`src/rtl/conf_regs_pkg.sv`:
```
// Shared definitions for the e-GPU configuration register target: register map,
// bit positions and the response-buffer entry. PERF_CYC exists only with CONF_REGS_PERF_CNT_EN.
package conf_regs_pkg;

    localparam logic [4:0] CONF_CTRL_OFF   = 5'h00;
    localparam logic [4:0] CONF_START_OFF  = 5'h04;
    localparam logic [4:0] CONF_STATUS_OFF = 5'h08;
    localparam logic [4:0] CONF_KPC_OFF    = 5'h0C;
    localparam logic [4:0] CONF_ARGS_OFF   = 5'h10;
    localparam logic [4:0] CONF_NUMG_OFF   = 5'h14;
    localparam logic [4:0] CONF_PERF_OFF   = 5'h18;

    localparam int unsigned CTRL_EN_BIT     = 0;
    localparam int unsigned START_GO_BIT    = 0;
    localparam int unsigned STATUS_BUSY_BIT = 0;
    localparam int unsigned STATUS_DONE_BIT = 1;

    localparam logic [31:0] CONF_DEAD_VALUE = 32'hBADC_0FFE;

    typedef struct packed {
        logic [31:0] rdata;
        logic        err;
    } rsp_entry_t;

    function automatic logic [31:0] apply_be(input logic [31:0] old_v,
                                             input logic [31:0] new_v,
                                             input logic [3:0]  be);
        logic [31:0] res;
        for (int b = 0; b < 4; b++) begin
            res[b*8 +: 8] = be[b] ? new_v[b*8 +: 8] : old_v[b*8 +: 8];
        end
        return res;
    endfunction

endpackage

```
`src/rtl/conf_rsp_fifo.sv`:
```
// In-order response buffer for the configuration target; DEPTH entries of rsp_entry_t.
module conf_rsp_fifo
    import conf_regs_pkg::*;
#(
    parameter int unsigned DEPTH = 2,
    localparam int unsigned CW   = $clog2(DEPTH + 1)
) (
    input  logic          clk_i,
    input  logic          rst_i,
    input  logic          push_i,
    input  rsp_entry_t    din_i,
    input  logic          pop_i,
    output rsp_entry_t    dout_o,
    output logic          full_o,
    output logic          empty_o,
    output logic [CW-1:0] count_o
);

    localparam int unsigned    PW       = (DEPTH > 1) ? $clog2(DEPTH) : 1;
    localparam logic [PW-1:0]  LAST_IDX = PW'(DEPTH - 1);

    rsp_entry_t    mem_q [DEPTH];
    logic [PW-1:0] wr_ptr_q, rd_ptr_q;
    logic [CW-1:0] count_q;
    logic          do_push, do_pop;

    assign full_o  = (count_q == CW'(DEPTH));
    assign empty_o = (count_q == '0);
    assign count_o = count_q;
    assign dout_o  = mem_q[rd_ptr_q];
    assign do_push = push_i & ~full_o;
    assign do_pop  = pop_i & ~empty_o;

    always_ff @(posedge clk_i) begin
        if (do_push) begin
            mem_q[wr_ptr_q] <= din_i;
        end
    end

    always_ff @(posedge clk_i) begin
        if (rst_i) begin
            wr_ptr_q <= '0;
            rd_ptr_q <= '0;
            count_q  <= '0;
        end else begin
            if (do_push) begin
                wr_ptr_q <= (wr_ptr_q == LAST_IDX) ? '0 : wr_ptr_q + PW'(1);
            end
            if (do_pop) begin
                rd_ptr_q <= (rd_ptr_q == LAST_IDX) ? '0 : rd_ptr_q + PW'(1);
            end
            count_q <= count_q + CW'(do_push) - CW'(do_pop);
        end
    end

endmodule

```
`src/rtl/conf_regs_obi_target.sv`:
```
// OBI responder for the e-GPU configuration registers: decode, byte-enabled writes,
// buffered responses, kernel launch/busy/done. Define CONF_REGS_PERF_CNT_EN for PERF_CYC at 0x18.
module conf_regs_obi_target
    import conf_regs_pkg::*;
#(
    parameter int unsigned RSP_DEPTH  = 2,
    parameter int unsigned ADDR_W     = 32,
    parameter logic [31:0] DEAD_VALUE = CONF_DEAD_VALUE
) (
    input  logic              clk_i,
    input  logic              rst_i,
    input  logic              req_i,
    input  logic              we_i,
    input  logic [3:0]        be_i,
    input  logic [ADDR_W-1:0] addr_i,
    input  logic [31:0]       wdata_i,
    output logic              gnt_o,
    output logic              rvalid_o,
    input  logic              rready_i,
    output logic [31:0]       rdata_o,
    output logic              err_o,
    output logic              start_o,
    output logic [31:0]       kernel_pc_o,
    output logic [31:0]       args_ptr_o,
    output logic [15:0]       num_groups_o,
    input  logic              gpu_done_i
);

    localparam int unsigned CNT_W = $clog2(RSP_DEPTH + 1);

    logic        ctrl_en_q, ctrl_en_d;
    logic        busy_q, busy_d;
    logic        done_q, done_d;
    logic        start_q;
    logic [31:0] kpc_q, kpc_d;
    logic [31:0] args_q, args_d;
    logic [15:0] numg_q, numg_d;
    logic [31:0] numg_merged;
`ifdef CONF_REGS_PERF_CNT_EN
    logic [31:0] perf_q, perf_d;
`endif

    logic             accept, wr_acc, launch;
    logic [4:0]       reg_off;
    logic [31:0]      rd_data;
    logic             rd_err;
    rsp_entry_t       rsp_in, rsp_head;
    logic             fifo_full, fifo_empty;
    logic [CNT_W-1:0] fifo_count;
    logic             unused_ok;

    assign reg_off = {addr_i[4:2], 2'b00};
    assign gnt_o   = req_i & ~fifo_full & ~rst_i;
    assign accept  = req_i & gnt_o;
    assign wr_acc  = accept & we_i;

    always_comb begin
        rd_data = '0;
        rd_err  = 1'b0;
        case (reg_off)
            CONF_CTRL_OFF:   rd_data[CTRL_EN_BIT] = ctrl_en_q;
            CONF_START_OFF:  rd_data = '0;
            CONF_STATUS_OFF: begin
                rd_data[STATUS_BUSY_BIT] = busy_q;
                rd_data[STATUS_DONE_BIT] = done_q;
            end
            CONF_KPC_OFF:    rd_data = kpc_q;
            CONF_ARGS_OFF:   rd_data = args_q;
            CONF_NUMG_OFF:   rd_data = {16'h0000, numg_q};
`ifdef CONF_REGS_PERF_CNT_EN
            CONF_PERF_OFF:   rd_data = perf_q;
`endif
            default: begin
                rd_data = DEAD_VALUE;
                rd_err  = 1'b1;
            end
        endcase
    end

    assign rsp_in.rdata = we_i ? 32'h0 : rd_data;
    assign rsp_in.err   = rd_err;
    assign numg_merged  = apply_be({16'h0000, numg_q}, wdata_i, be_i);

    always_comb begin
        ctrl_en_d = ctrl_en_q;
        busy_d    = busy_q;
        done_d    = done_q;
        kpc_d     = kpc_q;
        args_d    = args_q;
        numg_d    = numg_q;
        launch    = 1'b0;
        if (wr_acc) begin
            case (reg_off)
                CONF_CTRL_OFF:   if (be_i[0]) ctrl_en_d = wdata_i[CTRL_EN_BIT];
                CONF_START_OFF:  launch = be_i[0] & wdata_i[START_GO_BIT] & ctrl_en_q & ~busy_q;
                CONF_STATUS_OFF: if (be_i[0] & wdata_i[STATUS_DONE_BIT]) done_d = 1'b0;
                CONF_KPC_OFF:    kpc_d  = apply_be(kpc_q, wdata_i, be_i);
                CONF_ARGS_OFF:   args_d = apply_be(args_q, wdata_i, be_i);
                CONF_NUMG_OFF:   numg_d = numg_merged[15:0];
                default: ;
            endcase
        end
        if (launch) begin
            busy_d = 1'b1;
            done_d = 1'b0;
        end
        // Completion is applied last so it wins over a same-cycle done clear.
        if (gpu_done_i & busy_q) begin
            busy_d = 1'b0;
            done_d = 1'b1;
        end
    end

`ifdef CONF_REGS_PERF_CNT_EN
    always_comb begin
        perf_d = perf_q;
        if (launch) begin
            perf_d = '0;
        end else if (busy_q) begin
            perf_d = perf_q + 32'd1;
        end
    end
`endif

    always_ff @(posedge clk_i) begin
        if (rst_i) begin
            ctrl_en_q <= 1'b0;
            busy_q    <= 1'b0;
            done_q    <= 1'b0;
            start_q   <= 1'b0;
            kpc_q     <= '0;
            args_q    <= '0;
            numg_q    <= '0;
`ifdef CONF_REGS_PERF_CNT_EN
            perf_q    <= '0;
`endif
        end else begin
            ctrl_en_q <= ctrl_en_d;
            busy_q    <= busy_d;
            done_q    <= done_d;
            start_q   <= launch;
            kpc_q     <= kpc_d;
            args_q    <= args_d;
            numg_q    <= numg_d;
`ifdef CONF_REGS_PERF_CNT_EN
            perf_q    <= perf_d;
`endif
        end
    end

    conf_rsp_fifo #(
        .DEPTH (RSP_DEPTH)
    ) u_rsp_fifo (
        .clk_i   (clk_i),
        .rst_i   (rst_i),
        .push_i  (accept),
        .din_i   (rsp_in),
        .pop_i   (rready_i & rvalid_o),
        .dout_o  (rsp_head),
        .full_o  (fifo_full),
        .empty_o (fifo_empty),
        .count_o (fifo_count)
    );

    assign rvalid_o     = ~fifo_empty & ~rst_i;
    assign rdata_o      = rvalid_o ? rsp_head.rdata : 32'h0;
    assign err_o        = rvalid_o & rsp_head.err;
    assign start_o      = start_q & ~rst_i;
    assign kernel_pc_o  = kpc_q;
    assign args_ptr_o   = args_q;
    assign num_groups_o = numg_q;

    // Address bits outside [4:2] are deliberately not decoded.
    assign unused_ok = ^{addr_i[ADDR_W-1:5], addr_i[1:0], fifo_count};

endmodule

```
`config.mk`:
```
export PLATFORM = sky130hd
export DESIGN_NAME = conf_regs_obi_target
export DESIGN_NICKNAME = d
export VERILOG_FILES = /design/src/rtl/conf_regs_pkg.sv /design/src/rtl/conf_rsp_fifo.sv /design/src/rtl/conf_regs_obi_target.sv
export SDC_FILE = /design/constraint.sdc
export NUM_CORES = 1
export LEC_CHECK = 0
export BUFFER_PORTS_ARGS = -buffer_cell sky130_fd_sc_hd__buf_2
export CAP_MARGIN = 25
export CORE_MARGIN = 10
export CORE_UTILIZATION = 52
export DETAILED_ROUTE_END_ITERATION = 7
export PLACE_DENSITY = 0.8
export SETUP_SLACK_MARGIN = 0.3
export SYNTH_ARGS = -nofsm -noshare
export SYNTH_HDL_FRONTEND = slang
export SYNTH_SLANG_ARGS = --single-unit
```
`constraint.sdc`:
```
create_clock -name clk_i -period 4.75 [get_ports clk_i]
set_input_delay 0.475 -clock clk_i [delete_from_list [all_inputs] [get_ports clk_i]]
set_output_delay 0.475 -clock clk_i [all_outputs]
set_load 0.01 [all_outputs]
```
==> results.rst, run 1 <==
.. list-table::
   :header-rows: 1

   * - Metric
     - Value
   * - Overflow left after global routing
     - 0
   * - Number of buffers added by the clock tree synthesis step
     - 17
   * - Hold WS
     - 0.307 ns
   * - Hold Buf Count CTS
     - 0
   * - Path type of the worst min-delay path
     - primary input to flop
   * - Number of enable-type register cells in the synthesized netlist
     - 66
   * - Net count after synthesis
     - 674
   * - Upper clock frequency limit
     - 0.358 GHz
   * - Unrepaired setup endpoints after global routing
     - no
   * - Proportion of register bits with asynchronous set or reset after synthesis
     - 0%
   * - Post-synthesis sequential element count
     - 155
   * - Placed wire-length estimate after detailed placement
     - 12800 microns
   * - Cell area after synthesis
     - 0.00678 sq mm
   * - Total die area
     - 0.0180 sq mm
   * - Count of placed standard cells including taps
     - 894
   * - Largest fanout on the critical path
     - 47
   * - Number of optimization iterations in the first detailed-route pass
     - 5
   * - Pins over their slew limit
     - 0
   * - 1st-iter DRT viols
     - 410
   * - Maximum VDD drop
     - 0.000202 V
   * - DIE WIDTH
     - 134 microns
   * - Sequential element share of the synthesized area
     - 55.5%
   * - Synth-to-layout area growth
     - 21.3%
   * - Total Nets Final
     - 818
   * - Clock Pin Slew Worst Setup and Hold Paths
     - 0.06 ns
   * - Leakage
     - 3.23 nW
   * - Overall track demand over capacity in global routing
     - 19.9%
   * - Run status
     - finished clean
   * - Required arrival time at the worst endpoint
     - 4.99 ns
   * - Top post-synthesis cells by count
     - sky130_fd_sc_hd__nor2_1 (141), sky130_fd_sc_hd__mux2i_1 (115), sky130_fd_sc_hd__dfxtp_1 (89)
   * - Max Root-Sink Buffers
     - 2
   * - Count of warnings emitted by yosys
     - 0
   * - Count of mapped cells out of synthesis
     - 598
   * - Via count of the first global-routing pass
     - 5144
   * - Total I/O pin count
     - 190
   * - Yosys top cell area share
     - 29.2%
   * - Routability Congestion
     - 0.799
   * - Core ar.
     - 0.0127 sq mm
   * - Critical path launch point type
     - primary input
   * - Sum of negative setup slack
     - 0 ns
   * - Die boundary height
     - 134 microns
   * - Period minus WS final
     - 2.79 ns
   * - Clock latency at the later pin of the worst-skew pair
     - 0.42 ns
   * - Remaining antenna violation count after routing
     - 0
   * - Clock sink count
     - 155
   * - Setup Buffers After CTS
     - 0
   * - Library cell with the highest instance count after synthesis
     - sky130_fd_sc_hd__nor2_1
   * - Unique masters post-synth
     - 37
   * - Final setup fails
     - 0
   * - Number of max-cap violations
     - 0
   * - Average size of a mapped cell
     - 11.3 sq um
   * - WL final
     - 18100 microns
   * - Average vias per placed instance
     - 5.44
   * - Number of core rows
     - 41
   * - Critical Path Sink Type
     - flop
   * - Crit share post-route
     - 58.8%
   * - Total power per unit cell area
     - 369 mW/mm^2
   * - Arrival time at the worst endpoint
     - 3.03 ns
   * - Maximum number of pins on one net before global-route repair
     - 51
   * - Clock tree from TritonCTS
     - built
   * - Antenna Cells
     - 0
   * - Worst Clk Skew
     - 0.00807 ns
   * - Worst slew margin relative to its limit
     - 29.9%
   * - Initial Utilization
     - 53.5%
   * - Main area contributors after synthesis
     - sky130_fd_sc_hd__edfxtp_1 (29%), sky130_fd_sc_hd__dfxtp_1 (26%), sky130_fd_sc_hd__mux2i_1 (17%), sky130_fd_sc_hd__nor2_1 (7.8%), sky130_fd_sc_hd__nor4_4 (3.1%)
   * - Worst setup path class
     - primary input to flop
   * - Routed via count
     - 5044
   * - Count of input and output buffers
     - 160
   * - Yosys top cell by area
     - sky130_fd_sc_hd__edfxtp_1
   * - Per-cell routed wire length
     - 19.5 microns
   * - H-Tree Level Count
     - 4
   * - Number of hold violations in the final report
     - 0
   * - Number of DRC violations after detailed routing
     - 0
   * - Predominant post-synthesis flop cell
     - sky130_fd_sc_hd__dfxtp_1
   * - Share of final-layout standard cells stronger than drive strength 1
     - 30.3%
   * - Buffer type at the clock tree root
     - sky130_fd_sc_hd__clkbuf_16
   * - Post-cts resize count
     - 0
   * - Final non-filler cell total
     - 927
   * - Wire length of the first global-routing pass
     - 28200 microns
   * - Transition time at the pin with the least slew margin
     - 1.05 ns
   * - Antenna violations before repair
     - 0
   * - Number of fillers in the final layout
     - 1013
==> where the power goes <==
part	internal, W	total (W)	switching, W
Sequential	0.00143	0.00145	0.0000179
Combinational	0.000121	0.000342	0.000221
Clock	0.000727	0.00125	0.000519
==> routing by layer <==
metal | GRT usage [%] | vias up | part of all wire (%)
met5 | 0 | - | 0
met4 | 5.38 | 0 | 1.3
met3 | 5.97 | 22 | 7.4
met2 | 33.3 | 177 | 50
met1 | 24.4 | 2444 | 42
li1 | - | 2401 | -
==> worst max-delay path: stages <==
cell	delay [ns]
sky130_fd_sc_hd__buf_2	0.72
sky130_fd_sc_hd__and2_1	0.48
sky130_fd_sc_hd__nor2b_1	0.88
sky130_fd_sc_hd__a22oi_1	0.20
sky130_fd_sc_hd__nor2_1	0.26
==> layout by cell type (no fill, tap or decap), types with 13 or more instances in the layout <==
cell type,count
sky130_fd_sc_hd__buf_2,160
sky130_fd_sc_hd__nor2_1,141
sky130_fd_sc_hd__mux2i_1,115
sky130_fd_sc_hd__dfxtp_1,88
sky130_fd_sc_hd__edfxtp_1,66
sky130_fd_sc_hd__a22oi_1,20
sky130_fd_sc_hd__clkbuf_16,18
sky130_fd_sc_hd__nor2b_1,16
sky130_fd_sc_hd__mux2_2,16
sky130_fd_sc_hd__nand2_1,15
sky130_fd_sc_hd__a21oi_1,13
==> sequential cells by signal, summed over array words and instances, names as in the netlist, named ones only <==
signal               cells
done_q                   1
ctrl_en_q                1
busy_q                   1
kernel_pc_o             32
u_rsp_fifo.count_o       2
u_rsp_fifo.rd_ptr_q      1
u_rsp_fifo.mem_q        66
start_q                  1
u_rsp_fifo.wr_ptr_q      1
args_ptr_o              32
num_groups_o            16
==> area by class of cell <==
cell class                 count  area [sq um]  area share, %
sequential                   155          3760           45.8
tap                          172           215           2.62
inverter                       4          15.0          0.183
timing repair buffer         166           858           10.4
clock buffer                  23           488           5.93
clock inverter                 9          57.6          0.700
multi-input combinational    398          2830           34.4
==> through the flow <==
stage / power (W) / setup WS, ns / util [%] / cell area (sq um)
6_report: 0.00304 / 1.96 / 64.9 / 8230
3_3_place_gp: 0.00181 / 1.71 / 60.5 / 7660
2_1_floorplan: 0.00170 / 0.952 / - / 6780
3_5_place_dp: 0.00182 / 1.60 / 60.5 / 7660
5_1_grt: 0.00315 / 1.78 / 64.9 / 8230
4_1_cts: 0.00305 / 2.01 / 64.8 / 8210
==> cell families after synthesis <==
logic type	after synthesis	synth area share, %
xor+xnor	4	0.517
buf+inv	45	2.97
fa+ha+maj	2	0.369
mux	131	19.6
compound gates	58	5.54
flops	155	55.5
simple gates	203	15.5
==> final timing paths <==
kind	from	end	slack (ns)	cells after the start
max reg2reg	u_rsp_fifo.count_o[1]$_SDFF_PP0_	u_rsp_fifo.mem_q[0][3]$_DFFE_PP_	2.44	4
max	addr_i[2]	u_rsp_fifo.mem_q[0][27]$_DFFE_PP_	1.96	5
min reg2reg	args_ptr_o[14]$_SDFFE_PP0P_	args_ptr_o[14]$_SDFFE_PP0P_	0.52	2
min	wdata_i[20]	args_ptr_o[20]$_SDFFE_PP0P_	0.31	3
(Power assumes the default switching activity.)
==> run 2, diff against run 1 <==
--- a/config.mk
+++ b/config.mk
@@ -8,9 +8,9 @@
 export BUFFER_PORTS_ARGS = -buffer_cell sky130_fd_sc_hd__buf_2
 export CAP_MARGIN = 25
 export CORE_MARGIN = 10
-export CORE_UTILIZATION = 52
+export CORE_UTILIZATION = 47
 export DETAILED_ROUTE_END_ITERATION = 7
-export PLACE_DENSITY = 0.8
+export PLACE_DENSITY = 0.76
 export SETUP_SLACK_MARGIN = 0.3
 export SYNTH_ARGS = -nofsm -noshare
 export SYNTH_HDL_FRONTEND = slang
==> constraint.sdc (replaced) <==
create_clock -name clk_i -period 2.3 [get_ports clk_i]
set_input_delay 0.23 -clock clk_i [delete_from_list [all_inputs] [get_ports clk_i]]
set_output_delay 0.23 -clock clk_i [all_outputs]
set_load 0.01 [all_outputs]
==> run 2 against run 1 <==
Compared with the run above:
- worst hold slack worse by 0.24 ns
- final cell count grew 3.0%
- clock skew rose by 0.0021 ns
- routed wire length rose by 5.4%
- non-clock buffer count up 18
- critical endpoint is now kernel_pc_o[12]$_SDFFE_PP0P_
- critical path depth stayed put
- register-to-register slack lost 2.1 ns
- total power up 120%
- clock-buffer cell count decreased by 6
==> results.rst, run 2 (synthesis results as in run 1) <==
.. list-table::
   :header-rows: 1

   * - Metric
     - Value
   * - Run status
     - finished clean (unchanged)
   * - Largest fanout on the critical path
     - 9 (was 47)
   * - Pins over their slew limit
     - 0 (unchanged)
   * - Number of max-cap violations
     - 0 (unchanged)
   * - Total die area
     - 0.0196 sq mm (was 0.0180 sq mm)
   * - Number of DRC violations after detailed routing
     - 0 (unchanged)
   * - Per-cell routed wire length
     - 19.9 microns (was 19.5 microns)
   * - Average vias per placed instance
     - 5.41 (was 5.44)
   * - Total power per unit cell area
     - 774 mW/mm^2 (was 369 mW/mm^2)
   * - Number of core rows
     - 43 (was 41)
   * - Final setup fails
     - 0 (unchanged)
   * - Synth-to-layout area growth
     - 24.5% (was 21.3%)
   * - Upper clock frequency limit
     - 0.522 GHz
   * - WP depth
     - 5 (unchanged)
   * - Clock Pin Slew Worst Setup and Hold Paths
     - 0.07 ns (was 0.06 ns)
   * - WL met1
     - 7810 microns (was 7530 microns)
   * - Max stage delay on crit path
     - 0.68 ns (was 0.88 ns)
   * - Routed via count
     - 5169 (was 5044)
   * - Antenna violations before repair
     - 2 (was 0)
   * - Remaining antenna violation count after routing
     - 0 (unchanged)
   * - Critical Path Sink Type
     - flop (unchanged)
   * - Commonest non-fill, non-tap cell in the layout
     - sky130_fd_sc_hd__buf_2 (unchanged)
   * - Number of flip-flops under the largest register name
     - 66 (unchanged)
   * - Relative contribution of sequential cells to total power
     - 45.8% (was 47.7%)
   * - Clock latency at the later pin of the worst-skew pair
     - 0.42 ns (about the same)
   * - Routed wire length on met3
     - 1030 microns (was 1330 microns)
   * - Wire length of the first global-routing pass
     - 29400 microns (was 28200 microns)
   * - Register area
     - 0.00376 sq mm (unchanged)
   * - Hold WS
     - 0.0662 ns (was 0.307 ns)
   * - Clock tree from TritonCTS
     - built (unchanged)
   * - Number of buffers added by the clock tree synthesis step
     - 17 (unchanged)
   * - Post-Place Worst Slack
     - 0.183 ns (was 1.60 ns)
   * - Arrival time at the worst endpoint
     - 2.18 ns (was 3.03 ns)
   * - Setup slack after layout
     - 0.385 ns (was 1.96 ns)
   * - Via count of the first global-routing pass
     - 5347 (was 5144)
   * - CP Cell Sequence
     - nor2b_4 > buf_4 > nor4_4 > mux2i_1 > nor2_1 (was buf_2 > and2_1 > nor2b_1 > a22oi_1 > nor2_1)
   * - Share of the core filled with cells
     - 60.4% (was 64.9%)
   * - Number of buffer and inverter stages on the critical path
     - 1 (unchanged)
   * - Overflow left after global routing
     - 0 (unchanged)
   * - Overall track demand over capacity in global routing
     - 18.6% (was 19.9%)
   * - Share of final-layout standard cells stronger than drive strength 1
     - 32.2% (was 30.3%)
   * - P_sw
     - 0.00175 W (was 0.000759 W)
   * - Multi-input gate area
     - 0.00284 sq mm (was 0.00283 sq mm)
   * - Crit share post-route
     - 83.3%
   * - Path type of the worst min-delay path
     - primary input to flop (unchanged)
   * - H-Tree Level Count
     - 4 (unchanged)
   * - Kind of cell adding the most delay to the critical path
     - simple AND/OR/NAND/NOR gates (unchanged)
   * - Clock sink count
     - 155 (unchanged)
   * - Buffer type at the clock tree root
     - sky130_fd_sc_hd__clkbuf_16 (unchanged)
   * - Slowest-stage cell, CP
     - sky130_fd_sc_hd__nor4_4 (was sky130_fd_sc_hd__nor2b_1)
   * - Routability Congestion
     - 0.823 (was 0.799)
   * - Number of optimization iterations in the first detailed-route pass
     - 5 (unchanged)
   * - Hold Buf Count CTS
     - 0 (unchanged)
   * - Total I/O pin count
     - 190 (unchanged)
   * - Fraction of power spent switching nets
     - 26.7% (was 25.0%)
   * - Maximum number of pins on one net before global-route repair
     - 90 (was 51)
   * - Hold Path Stages
     - 3 (unchanged)
   * - Proportion of power drawn by the clock network
     - 42.6% (was 41.0%)
   * - Internal
     - 0.00479 W (was 0.00228 W)
   * - Period minus WS final
     - 1.92 ns
   * - Die boundary height
     - 140 microns (was 134 microns)
   * - Gate power share
     - 11.5% (was 11.3%)
   * - 1st-iter DRT viols
     - 476 (was 410)
   * - Placed wire-length estimate after detailed placement
     - 13500 microns (was 12800 microns)
   * - Unrepaired setup endpoints after global routing
     - no (unchanged)
   * - Highest-count cells in the layout ignoring fill and taps
     - sky130_fd_sc_hd__buf_2 (160), sky130_fd_sc_hd__nor2_1 (141), sky130_fd_sc_hd__mux2i_1 (115) (unchanged)
   * - Number of fillers in the final layout
     - 1136 (was 1013)
   * - Register bank with the most flops
     - u_rsp_fifo.mem_q (unchanged)
   * - Max Root-Sink Buffers
     - 2 (unchanged)
   * - Cells on worst reg2reg path
     - 5 (was 4)
   * - Worst Clk Skew
     - 0.0102 ns (was 0.00807 ns)
   * - Initial Utilization
     - 48.5% (was 53.5%)
   * - Count of input and output buffers
     - 160 (unchanged)
   * - Total Nets Final
     - 836 (was 818)
   * - Core ar.
     - 0.0140 sq mm (was 0.0127 sq mm)
   * - Maximum VDD drop
     - 0.000525 V (was 0.000202 V)
   * - Sum of negative setup slack
     - 0 ns (unchanged)
   * - Critical path launch point type
     - flop (was primary input)
   * - Met2 wirelength from detailed routing
     - 9770 microns (was 8950 microns)
   * - Number of hold violations in the final report
     - 0 (unchanged)
   * - WL final
     - 19000 microns (was 18100 microns)
   * - Worst slew margin relative to its limit
     - 35.8% (was 29.9%)
   * - DIE WIDTH
     - 140 microns (was 134 microns)
   * - Required arrival time at the worst endpoint
     - 2.57 ns (was 4.99 ns)
   * - Leakage
     - 3.34 nW (was 3.23 nW)
   * - Uppermost routed layer
     - met4 (unchanged)
   * - Transition time at the pin with the least slew margin
     - 0.961 ns (was 1.05 ns)
   * - Worst setup path class
     - flop to flop (was primary input to flop)
-- run 2: cell types whose count changed in the layout (fill, tap and decap cells not counted), moves of 4 or more --
cell,before,now
sky130_fd_sc_hd__inv_4,5,0
sky130_fd_sc_hd__inv_8,0,4
sky130_fd_sc_hd__buf_4,5,23
sky130_fd_sc_hd__inv_6,1,5
-- run 2: layout make-up --
type | instances | share of cell area [%]
well taps | 180 | 2.67
inverters | 4 | 0.178
multi-input cells | 398 | 33.6
repair buffers | 184 | 11.8
diodes | 2 | 0.0593
clock inverters | 15 | 2.09
clock buffers | 17 | 5.04
flip-flops and latches | 155 | 44.6
-- run 2: power by group through the flow --
stage,registers [W],logic [W],clock network (W)
3_3_place_gp,0.00305,0.000721,0
6_report,0.00299,0.000754,0.00279
4_1_cts,0.00299,0.000745,0.00281
2_1_floorplan,0.00304,0.000477,0
5_1_grt,0.00300,0.000815,0.00291
3_5_place_dp,0.00305,0.000741,0
-- run 2: timing repair --
action                                  4_1_cts  5_1_grt
hold endpoints to repair                      0        0
endpoints found under the setup margin       67       40
pin swaps                                     3        1
gates resized for setup                       1        0
buffers inserted                              0        3
-- run 2: through the flow --
step	power, W	area (sq um)	cells
2_1_floorplan	0.00352	6810	598
3_3_place_gp	0.00377	7810	918
3_5_place_dp	0.00379	7810	918
4_1_cts	0.00655	8420	950
5_1_grt	0.00673	8440	955
6_report	0.00653	8440	955
-- run 2: worst min-delay path, delay by kind of cell --
kind	cells	cell delay, ns
buffers and inverters	1	0.09
AND/OR/NAND/NOR	1	0.07
multiplexers	1	0.06
-- run 2: layer usage --
metal	vias to the layer above	global-route usage, %
met1	2562	21.9
met5	-	0
met2	161	31.4
met4	0	7.45
li1	2420	-
met3	26	4.97
-- run 2: worst paths after layout --
| check | start | end | slack [ns] |
|---|---|---|---|
| hold / removal | wdata_i[26] | args_ptr_o[26]$_SDFFE_PP0P_ | 0.07 |
| setup reg to reg | u_rsp_fifo.count_o[1]$_SDFF_PP0_ | kernel_pc_o[12]$_SDFFE_PP0P_ | 0.38 |
| setup / recovery | u_rsp_fifo.count_o[1]$_SDFF_PP0_ | kernel_pc_o[12]$_SDFFE_PP0P_ | 0.38 |
| hold reg to reg | done_q$_SDFFE_PP0P_ | done_q$_SDFFE_PP0P_ | 0.52 |
==> run 3, diff against run 2 <==
==> constraint.sdc (replaced) <==
create_clock -name clk_i -period 1.6 [get_ports clk_i]
set_input_delay 0.16 -clock clk_i [delete_from_list [all_inputs] [get_ports clk_i]]
set_output_delay 0.16 -clock clk_i [all_outputs]
set_load 0.01 [all_outputs]
==> run 3 against run 2 <==
Compared with the run above:
- the flow now finishes with violations (hold timing, setup timing)
- sequential power increased by 45%
- clock skew is 0.0020 ns lower
- routed wire length increased by 16%
- global-route usage grew 2.2 points
- maximum frequency rose by 5.2%
- total power grew 59%
- clock-buffer cell count up 2
- first-iteration DRC count is 5.0% lower
- highest routed layer unchanged
==> results.rst, run 3 (synthesis results as in run 1) <==
.. list-table::
   :header-rows: 1

   * - Metric
     - Value
   * - Synth-to-layout area growth
     - 47.3% (was 24.5%)
   * - Wire length of the first global-routing pass
     - 32400 microns (was 29400 microns)
   * - DP Area
     - 0.00818 sq mm (was 0.00781 sq mm)
   * - Upper clock frequency limit
     - 0.549 GHz (was 0.522 GHz)
   * - End point of the worst hold path
     - kernel_pc_o[19]$_SDFFE_PP0P_ (was args_ptr_o[26]$_SDFFE_PP0P_)
   * - Placed wire-length estimate after detailed placement
     - 13700 microns (was 13500 microns)
   * - Commonest non-fill, non-tap cell in the layout
     - sky130_fd_sc_hd__buf_2 (unchanged)
   * - Path type of the worst min-delay path
     - primary input to flop (unchanged)
   * - Overall track demand over capacity in global routing
     - 20.8% (was 18.6%)
   * - Arrival time at the worst endpoint
     - 2.13 ns (was 2.18 ns)
   * - Final Cell Area
     - 0.00999 sq mm (was 0.00844 sq mm)
   * - Buffer type at the clock tree root
     - sky130_fd_sc_hd__clkbuf_16 (unchanged)
   * - Leakage
     - 3.90 nW (was 3.34 nW)
   * - Via count of the first global-routing pass
     - 5677 (was 5347)
   * - DIE WIDTH
     - 140 microns (unchanged)
   * - Number of hold violations in the final report
     - 1 (was 0)
   * - Count of placed standard cells including taps
     - 938 (was 918)
   * - Crit share post-route
     - 114% (was 83.3%)
   * - Transition time at the pin with the least slew margin
     - 0.591 ns (was 0.961 ns)
   * - Overflow left after global routing
     - 0 (unchanged)
   * - Worst slew margin relative to its limit
     - 60.4% (was 35.8%)
   * - Source of the worst register-to-register timing path
     - u_rsp_fifo.count_o[1]$_SDFF_PP0_ (unchanged)
   * - Per-cell routed wire length
     - 21.6 microns (was 19.9 microns)
   * - Number of flip-flops under the largest register name
     - 66 (unchanged)
   * - Number of core rows
     - 43 (unchanged)
   * - Unrepaired setup endpoints after global routing
     - yes (was no)
   * - Number of max-cap violations
     - 0 (unchanged)
   * - Required arrival time at the worst endpoint
     - 1.91 ns (was 2.57 ns)
   * - Total die area
     - 0.0196 sq mm (unchanged)
   * - Clock tree from TritonCTS
     - built (unchanged)
   * - Register bank with the most flops
     - u_rsp_fifo.mem_q (unchanged)
   * - Worst Clk Skew
     - 0.00817 ns (was 0.0102 ns)
   * - Antenna violations before repair
     - 1 (was 2)
   * - Core ar.
     - 0.0140 sq mm (unchanged)
   * - Worst setup path class
     - flop to flop (unchanged)
   * - Total Nets Final
     - 904 (was 836)
   * - Number of DRC violations after detailed routing
     - 0 (unchanged)
   * - Highest-count cells in the layout ignoring fill and taps
     - sky130_fd_sc_hd__buf_2 (150), sky130_fd_sc_hd__nor2_1 (126), sky130_fd_sc_hd__mux2i_1 (91) (was sky130_fd_sc_hd__buf_2 (160), sky130_fd_sc_hd__nor2_1 (141), sky130_fd_sc_hd__mux2i_1 (115))
   * - Maximum VDD drop
     - 0.000845 V (was 0.000525 V)
   * - 1st-iter DRT viols
     - 452 (was 476)
   * - Hold WS
     - -0.000841 ns (was 0.0662 ns)
   * - Sum of negative setup slack
     - -20.39 ns (was 0 ns)
   * - Die boundary height
     - 140 microns (unchanged)
   * - Initial Utilization
     - 48.5% (unchanged)
   * - Hold Path Stages
     - 3 (unchanged)
   * - Period minus WS final
     - 1.82 ns (was 1.92 ns)
   * - Hold Startpoint
     - wdata_i[19] (was wdata_i[26])
   * - Register area
     - 0.00378 sq mm (was 0.00376 sq mm)
   * - Final non-filler cell total
     - 1023 (was 955)
   * - Clock sink count
     - 155 (unchanged)
   * - Maximum number of pins on one net before global-route repair
     - 50 (was 90)
   * - Total power per unit cell area
     - 1040 mW/mm^2 (was 774 mW/mm^2)
   * - WL final
     - 22100 microns (was 19000 microns)
   * - Routed via count
     - 5712 (was 5169)
   * - Setup slack after layout
     - -0.220 ns (was 0.385 ns)
   * - Total I/O pin count
     - 190 (unchanged)
   * - Run status
     - finished with violations (was finished clean)
   * - Share of final-layout standard cells stronger than drive strength 1
     - 43.2% (was 32.2%)
   * - Multi-input gate area
     - 0.00323 sq mm (was 0.00284 sq mm)
   * - Endpoint of the lowest-slack register-to-register path
     - num_groups_o[14]$_SDFFE_PP0P_ (was kernel_pc_o[12]$_SDFFE_PP0P_)
   * - Pins over their slew limit
     - 0 (unchanged)
   * - Failing checks
     - hold timing, setup timing
   * - Clock Pin Slew Worst Setup and Hold Paths
     - 0.06 ns (was 0.07 ns)
   * - Cells on worst reg2reg path
     - 8 (was 5)
   * - Average vias per placed instance
     - 5.58 (was 5.41)
   * - Number of optimization iterations in the first detailed-route pass
     - 5 (unchanged)
   * - Number of fillers in the final layout
     - 909 (was 1136)
   * - Routability Congestion
     - 0.881 (was 0.823)
   * - Number of buffers added by the clock tree synthesis step
     - 17 (unchanged)
   * - Count of input and output buffers
     - 160 (unchanged)
   * - Final setup fails
     - 175 (was 0)
   * - Critical path launch point type
     - flop (unchanged)
   * - Critical Path Sink Type
     - flop (unchanged)
   * - Clock latency at the later pin of the worst-skew pair
     - 0.44 ns (was 0.42 ns)
   * - Reg2Reg Setup Slack
     - -0.22 ns (was 0.38 ns)
   * - Max Root-Sink Buffers
     - 2 (unchanged)
   * - Remaining antenna violation count after routing
     - 0 (unchanged)
   * - Post-Place Worst Slack
     - -0.430 ns (was 0.183 ns)
   * - Largest fanout on the critical path
     - 8 (was 9)
   * - H-Tree Level Count
     - 4 (unchanged)
run 3: how the worst max path moves through the flow:
stage                                           from                          endpoint  slack [ns]  depth (start not counted)
global placement    u_rsp_fifo.count_o[1]$_SDFF_PP0_  u_rsp_fifo.count_o[1]$_SDFF_PP0_       -0.27                          6
global route        u_rsp_fifo.count_o[1]$_SDFF_PP0_     num_groups_o[14]$_SDFFE_PP0P_       -0.29                          8
detailed placement  u_rsp_fifo.count_o[1]$_SDFF_PP0_  u_rsp_fifo.count_o[1]$_SDFF_PP0_       -0.43                          6
floorplan           u_rsp_fifo.count_o[1]$_SDFF_PP0_  u_rsp_fifo.mem_q[0][0]$_DFFE_PP_       -0.38                          4
CTS                 u_rsp_fifo.count_o[1]$_SDFF_PP0_                        rdata_o[3]       -0.17                          6
finish              u_rsp_fifo.count_o[1]$_SDFF_PP0_     num_groups_o[14]$_SDFFE_PP0P_       -0.22                          8
run 3: layer usage:
metal,global-route usage [%],up-vias,wire (microns)
met3,4.94,48,1360
met5,0,-,0
met1,24.9,2825,8850
li1,-,2572,-
met4,7.17,0,537
met2,35.6,267,11400
run 3: power by group:
| group | internal [W] | leakage (nW) | switching (W) |
|---|---|---|---|
| sequential | 0.00426 | 1.33 | 0.0000856 |
| combinational | 0.00104 | 2.29 | 0.000976 |
| clock | 0.00234 | 0.280 | 0.00166 |
run 3: per-stage QoR:
stage          total power (W)  utilization [%]
5_1_grt                 0.0107             71.4
6_report                0.0104             71.4
2_1_floorplan          0.00509                -
4_1_cts                 0.0101             69.2
3_3_place_gp           0.00548             58.5
3_5_place_dp           0.00552             58.5
run 3: cell type report:
class / count / area share, %
Tap cell: 180 / 2.26
Sequential cell: 155 / 37.8
Timing Repair Buffer: 252 / 21.5
Inverter: 4 / 0.150
Multi-Input combinational cell: 398 / 32.4
Clock inverter: 13 / 1.42
Clock buffer: 19 / 4.43
Antenna cell: 2 / 0.0501
run 3: worst max-delay path: stages (launching register included):
cell and delay, ns:
sky130_fd_sc_hd__dfxtp_4 0.36, sky130_fd_sc_hd__buf_6 0.12, sky130_fd_sc_hd__nor2b_4 0.13, sky130_fd_sc_hd__buf_6 0.13, sky130_fd_sc_hd__buf_12 0.15, sky130_fd_sc_hd__nor4_4 0.32, sky130_fd_sc_hd__buf_12 0.19, sky130_fd_sc_hd__mux2i_1 0.24
sky130_fd_sc_hd__nor2_1 0.06
run 3: repair_timing:
action,4_1_cts,5_1_grt
resized for setup,89,38
gates cloned,10,1
endpoints found under the hold margin,18,0
hold buffers,12,0
pin swaps,20,15
endpoints found under the setup margin,204,196
setup buffers,19,9
